<file path="config.mk">
export PLATFORM = sky130hd
export DESIGN_NAME = mmio_responder
export DESIGN_NICKNAME = d
export VERILOG_FILES = /design/src/rtl/mmio_responder_pkg.sv /design/src/rtl/mmio_timer.sv /design/src/rtl/mmio_responder.sv
export SDC_FILE = /design/constraint.sdc
export NUM_CORES = 1
export LEC_CHECK = 0
export CORE_AREA = 10 10 82 84
export DETAILED_ROUTE_END_ITERATION = 10
export DIE_AREA = 0 0 92 94
export GPL_TIMING_DRIVEN = 0
export PLACE_DENSITY = 0.86
export SETUP_SLACK_MARGIN = 0.1
export SYNTH_ARGS = -nofsm -noshare
export SYNTH_HDL_FRONTEND = slang
export SYNTH_SLANG_ARGS = --single-unit
</file>
<file path="constraint.sdc">
create_clock -name Clock -period 0.9 [get_ports Clock]
set_clock_uncertainty 0.1 [all_clocks]
set_input_delay 0.09 -clock Clock [delete_from_list [all_inputs] [get_ports Clock]]
set_output_delay 0.09 -clock Clock [all_outputs]
set_load 0.01 [all_outputs]
</file>
<file path="src/rtl/mmio_responder_pkg.sv">
// Shared constants for the MMIO responder: region decode values,
// timer register offsets and CTRL register bit positions.
package mmio_responder_pkg;

  localparam logic [3:0] REGION_RAM   = 4'h0;
  localparam logic [3:0] REGION_LED   = 4'h1;
  localparam logic [3:0] REGION_SW    = 4'h2;
  localparam logic [3:0] REGION_TIMER = 4'h3;

  localparam logic TMR_COUNT = 1'b0;
  localparam logic TMR_CTRL  = 1'b1;

  localparam int RUN_BIT = 0;
  localparam int OVF_BIT = 1;

endpackage

</file>
<file path="src/rtl/mmio_timer.sv">
// Prescaled timer: a prescaler counting 0..PRESCALE-1 while run is set,
// a count that increments on every prescaler wrap, and a sticky overflow
// flag. Register select: sel=TMR_COUNT (write clears), sel=TMR_CTRL
// (bit RUN_BIT read/write, bit OVF_BIT write-1-to-clear).
module mmio_timer
  import mmio_responder_pkg::*;
#(
  parameter int N        = 16,
  parameter int PRESCALE = 50000
) (
  input  logic         Clock,
  input  logic         Resetn,
  input  logic         we,
  input  logic         sel,
  input  logic [N-1:0] wdata,
  output logic [N-1:0] count,
  output logic [N-1:0] ctrl
);

  localparam int PW = (PRESCALE > 2) ? $clog2(PRESCALE) : 1;

  logic [PW-1:0] pre_q;
  logic [N-1:0]  count_q;
  logic          run_q;
  logic          ovf_q;

  logic count_wr, ctrl_wr, tick;

  assign count_wr = we && (sel == TMR_COUNT);
  assign ctrl_wr  = we && (sel == TMR_CTRL);
  assign tick     = run_q && (pre_q == PW'(PRESCALE - 1));

  // Prescaler and count; a COUNT write overrides a coincident tick
  always_ff @(posedge Clock or negedge Resetn) begin
    if (!Resetn) begin
      pre_q   <= '0;
      count_q <= '0;
    end else if (count_wr) begin
      pre_q   <= '0;
      count_q <= '0;
    end else if (tick) begin
      pre_q   <= '0;
      count_q <= count_q + N'(1);
    end else if (run_q) begin
      pre_q   <= pre_q + PW'(1);
    end
  end

  // Run bit and sticky overflow; an overflow beats a same-cycle clear
  always_ff @(posedge Clock or negedge Resetn) begin
    if (!Resetn) begin
      run_q <= 1'b0;
      ovf_q <= 1'b0;
    end else begin
      if (ctrl_wr) run_q <= wdata[RUN_BIT];
      if (tick && !count_wr && (count_q == '1)) ovf_q <= 1'b1;
      else if (ctrl_wr && wdata[OVF_BIT])       ovf_q <= 1'b0;
    end
  end

  // CTRL read view: only run and ovf are implemented
  always_comb begin
    ctrl          = '0;
    ctrl[RUN_BIT] = run_q;
    ctrl[OVF_BIT] = ovf_q;
  end

  assign count = count_q;

  logic unused_wdata;
  assign unused_wdata = ^wdata[N-1:2];

endmodule

</file>
<file path="src/rtl/mmio_responder.sv">
// MMIO responder beside the data RAM. Decodes ADDR[15:12] into LED,
// switch and timer regions and returns registered read data with the
// same one-cycle latency as the RAM; io_sel tells the top level to use
// rdata instead of RAM q. The timer region is built only when the macro
// MMIO_TIMER_EN is defined; otherwise region 0x3 reads as unmapped.
module mmio_responder
  import mmio_responder_pkg::*;
#(
  parameter int N        = 16,
  parameter int PRESCALE = 50000
) (
  input  logic         Clock,
  input  logic         Resetn,
  input  logic [N-1:0] ADDR,
  input  logic [N-1:0] DOUT,
  input  logic         W,
  input  logic [N-1:0] SW,
  output logic [N-1:0] rdata,
  output logic         io_sel,
  output logic [N-1:0] led_out
);

  logic [3:0]   region;
  logic [N-1:0] sw_s1, sw_s2;
  logic [N-1:0] rd_nxt;
  logic         sel_nxt;

  assign region = ADDR[N-1 -: 4];

`ifdef MMIO_TIMER_EN
  logic [N-1:0] timer_count, timer_ctrl;

  mmio_timer #(.N(N), .PRESCALE(PRESCALE)) u_timer (
    .Clock (Clock),
    .Resetn(Resetn),
    .we    (W && (region == REGION_TIMER)),
    .sel   (ADDR[0]),
    .wdata (DOUT),
    .count (timer_count),
    .ctrl  (timer_ctrl)
  );

  logic unused_addr;
  assign unused_addr = ^ADDR[N-5:1];
`else
  logic unused_addr;
  assign unused_addr = ^ADDR[N-5:0];
`endif

  // LED register, written from any address in the LED region
  always_ff @(posedge Clock or negedge Resetn) begin
    if (!Resetn)                          led_out <= '0;
    else if (W && (region == REGION_LED)) led_out <= DOUT;
  end

  // Two-flop synchronizer for the asynchronous switch inputs
  always_ff @(posedge Clock or negedge Resetn) begin
    if (!Resetn) begin
      sw_s1 <= '0;
      sw_s2 <= '0;
    end else begin
      sw_s1 <= SW;
      sw_s2 <= sw_s1;
    end
  end

  // Read mux; anything outside RAM that is not mapped reads 0 with io_sel
  always_comb begin
    rd_nxt  = '0;
    sel_nxt = 1'b1;
    case (region)
      REGION_RAM: sel_nxt = 1'b0;
      REGION_LED: rd_nxt  = led_out;
      REGION_SW:  rd_nxt  = sw_s2;
`ifdef MMIO_TIMER_EN
      REGION_TIMER: rd_nxt = (ADDR[0] == TMR_CTRL) ? timer_ctrl : timer_count;
`endif
      default: ;
    endcase
  end

  // Read data register, aligned with the RAM's registered q
  always_ff @(posedge Clock or negedge Resetn) begin
    if (!Resetn) begin
      rdata  <= '0;
      io_sel <= 1'b0;
    end else begin
      rdata  <= rd_nxt;
      io_sel <= sel_nxt;
    end
  end

endmodule
</file>
==> impl_metrics.toml <==
[global_route]
grt_pass1_vias = 1512
grt_max_degree = 44
overflow = 0
grt_antenna_before_repair = 0
grt_use_total = 0.126
grt_pass1_wl_um = 8160

[run]
drv_cap = 0

[synthesis]
synth_most_common_cell = "dfrtp_1"
synth-edff-count = 0
postSynthCellCount = 104
ys_seq_area_frac = 0.789
syn_area_per_cell_sq_um = 19.8
synth_top_area_cell = "dfrtp_1"
synth.distinct_cells = 10
netlist_top_cells_area = "dfrtp_1, mux2_4, a22o_1"
yosys-top-cells-count = "dfrtp_1, a22o_1, mux2_4"
ys_warn_count = 0
ys_seq_elements = 65
async_flop_share = 1.00
synth_nets = 155
yosys_most_used_dff = "dfrtp_1"
syn-cell-area_sq_um = 2060
yosysTopAreaCellShare = 0.789

[setup_path]
ff2ff_path_depth = 2
cp_cell_sequence = "buf_2"
cp_num_cells = 1
path_buf_inv = 1
cpLargestDelayFamily = "flip-flops"
cp_slowest_cell = "dfrtp_1"
crit_path_start_kind = "register"
timing.rr.start = "led_out[4]"
cp.arrival_ps = 890
cp_slowest_stage_delay_ps = 410
rr_endpoint = "led_out[4]"
cp_max_fo = 2
critPathCaptureType = "primary output"
required_ps = 710
rrSetupSlack_ps = -110
crit_type = "reg2out"

[sta]
worst_slack_ps = -176
slew_violations = 0
hold_ws_ps = -377
tightest_slew_ps = 513
setup_viol = 64
fin_crit_sh = 1.20
post-route-min-period_ps = 1080
rsz0062_at_grt = "yes"
relSlewSlack = 0.658
hold_viol_final = 23
clock.fmax_mhz = 930

[final_layout]
num-nets-final = 262
n_antenna_cell = 0
area_growth_pct = 62.1
drive_gt1_frac = 0.468
finish.utilization = 0.658

[placement]
routabilityCongestion = 0.691
portBuffers = 71
dpl.hpwl_um = 3470

[routing]
via_count = 1251
dr.pass1.iters = 3
ant_nets = 0
vias_per_cell = 4.37
first_iter_violations = 36
routed_wl_um = 5210
wl_per_cell_um = 18.2
drcViolationCount = 0

[pwr]
p_leak_uw = 0.00163
powerDensity_nw_per_um2 = 2200
max-vdd-ir-drop_mv = 1.47

[min_path]
hp-class = "in2async"

[clock_tree]
clk_pin_slew_worst_paths_ps = 70
insertion_delay_ps = 330
cts_sinks = 65
cts_tree = "built"
clockBufferDepth = 2
htree_levels = 3
cts_made_buffers = 9
root_buffer = "clkbuf_8"

[floorplanning]
io_pins = 84
coreArea_sq_um = 5070
initial_core_util = 0.406
die_area_sq_um = 8650
die_h_um = 94
rows = 26
die_w_um = 92

[run_status]
outcome = "finished with violations"
violations = "negative hold slack, negative setup slack"
-- final cells by class --
cell class | instances | area [sq um]
fill | 349 | 1740
sequential | 65 | 1630
timing repair buffer | 96 | 926
multi-input combinational | 36 | 424
clock buffer | 13 | 179
tap | 70 | 87.6
buffer | 3 | 50.0
clock inverter | 3 | 46.3
-- report_power, final --
group | total (uW) | switching [uW] | internal [uW]
registers | 3360 | 168 | 3190
logic | 1350 | 466 | 883
clock network | 2630 | 1050 | 1590
total | 7340 | 1680 | 5660
-- cells by family after synthesis --
| group | Yosys count | share of synthesized area |
|---|---|---|
| buf+inv | 3 | 0.00911 |
| simple gates | 4 | 0.0279 |
| compound gates | 16 | 0.0680 |
| mux | 16 | 0.106 |
| flops | 65 | 0.789 |
-- worst reg2reg max path, delay by kind of cell (launching register included) --
| family | cells | cell delay, ps |
|---|---|---|
| flip-flops | 1 | 390 |
| buffers and inverters | 1 | 140 |
| multiplexers | 1 | 270 |
-- layer usage --
layer  part of all wire  GRT usage
met1               0.39      0.131
met2               0.54      0.225
met4              0.013     0.0578
met5                  0          0
met3              0.049     0.0408
-- flip-flops by register name, summed over array words and instances (netlist names) --
register / count
sw_s2: 16
rdata: 16
sw_s1: 16
io_sel: 1
led_out: 16
-- cells in the final DEF (no fill, tap or decap), drive strengths merged --
cell type | netlist | final
dlygate4sd2 | 0 | 1
nor4b | 2 | 2
bufinv | 0 | 1
clkinvlp | 0 | 1
clkdlybuf4s50 | 0 | 32
mux2 | 16 | 16
a22o | 16 | 16
clkinv | 0 | 1
or4 | 1 | 1
clkbuf | 2 | 15
buf | 1 | 64
nand2 | 1 | 1
dfrtp | 65 | 65
-- worst max path at each step --
stage / from / endpoint / slack (ps)
3_5_place_dp: ADDR[15] / led_out[13] / -1300
2_1_floorplan: ADDR[13] / led_out[10] / -450
5_1_grt: led_out[3] / led_out[3] / -220
3_3_place_gp: Resetn / led_out[6] / -2280
6_report: led_out[3] / led_out[3] / -180
4_1_cts: led_out[1] / led_out[1] / -170
-- what timing repair did --
item,in CTS,in global routing
cloned,2,0
pin swaps,9,12
endpoints found under the setup margin,66,65
gates resized for setup,183,13
hold endpoints to repair,23,23
buffers inserted,22,1
-- through the flow --
step / TNS, ps / cell area (sq um) / worst slack, ps / cells / total power, uW
final: -7190 / 3340 / -176 / 286 / 7340
after global routing: -9400 / 3340 / -215 / 286 / 7650
after CTS: -7040 / 3280 / -166 / 286 / 7290
after detailed placement: -42220 / 2880 / -1300 / 246 / 4470
after global placement: -189130 / 2870 / -2280 / 245 / 4420
after floorplan: -9200 / 2070 / -454 / 104 / 3730
Note: power is estimated with default switching activity, not from simulation.
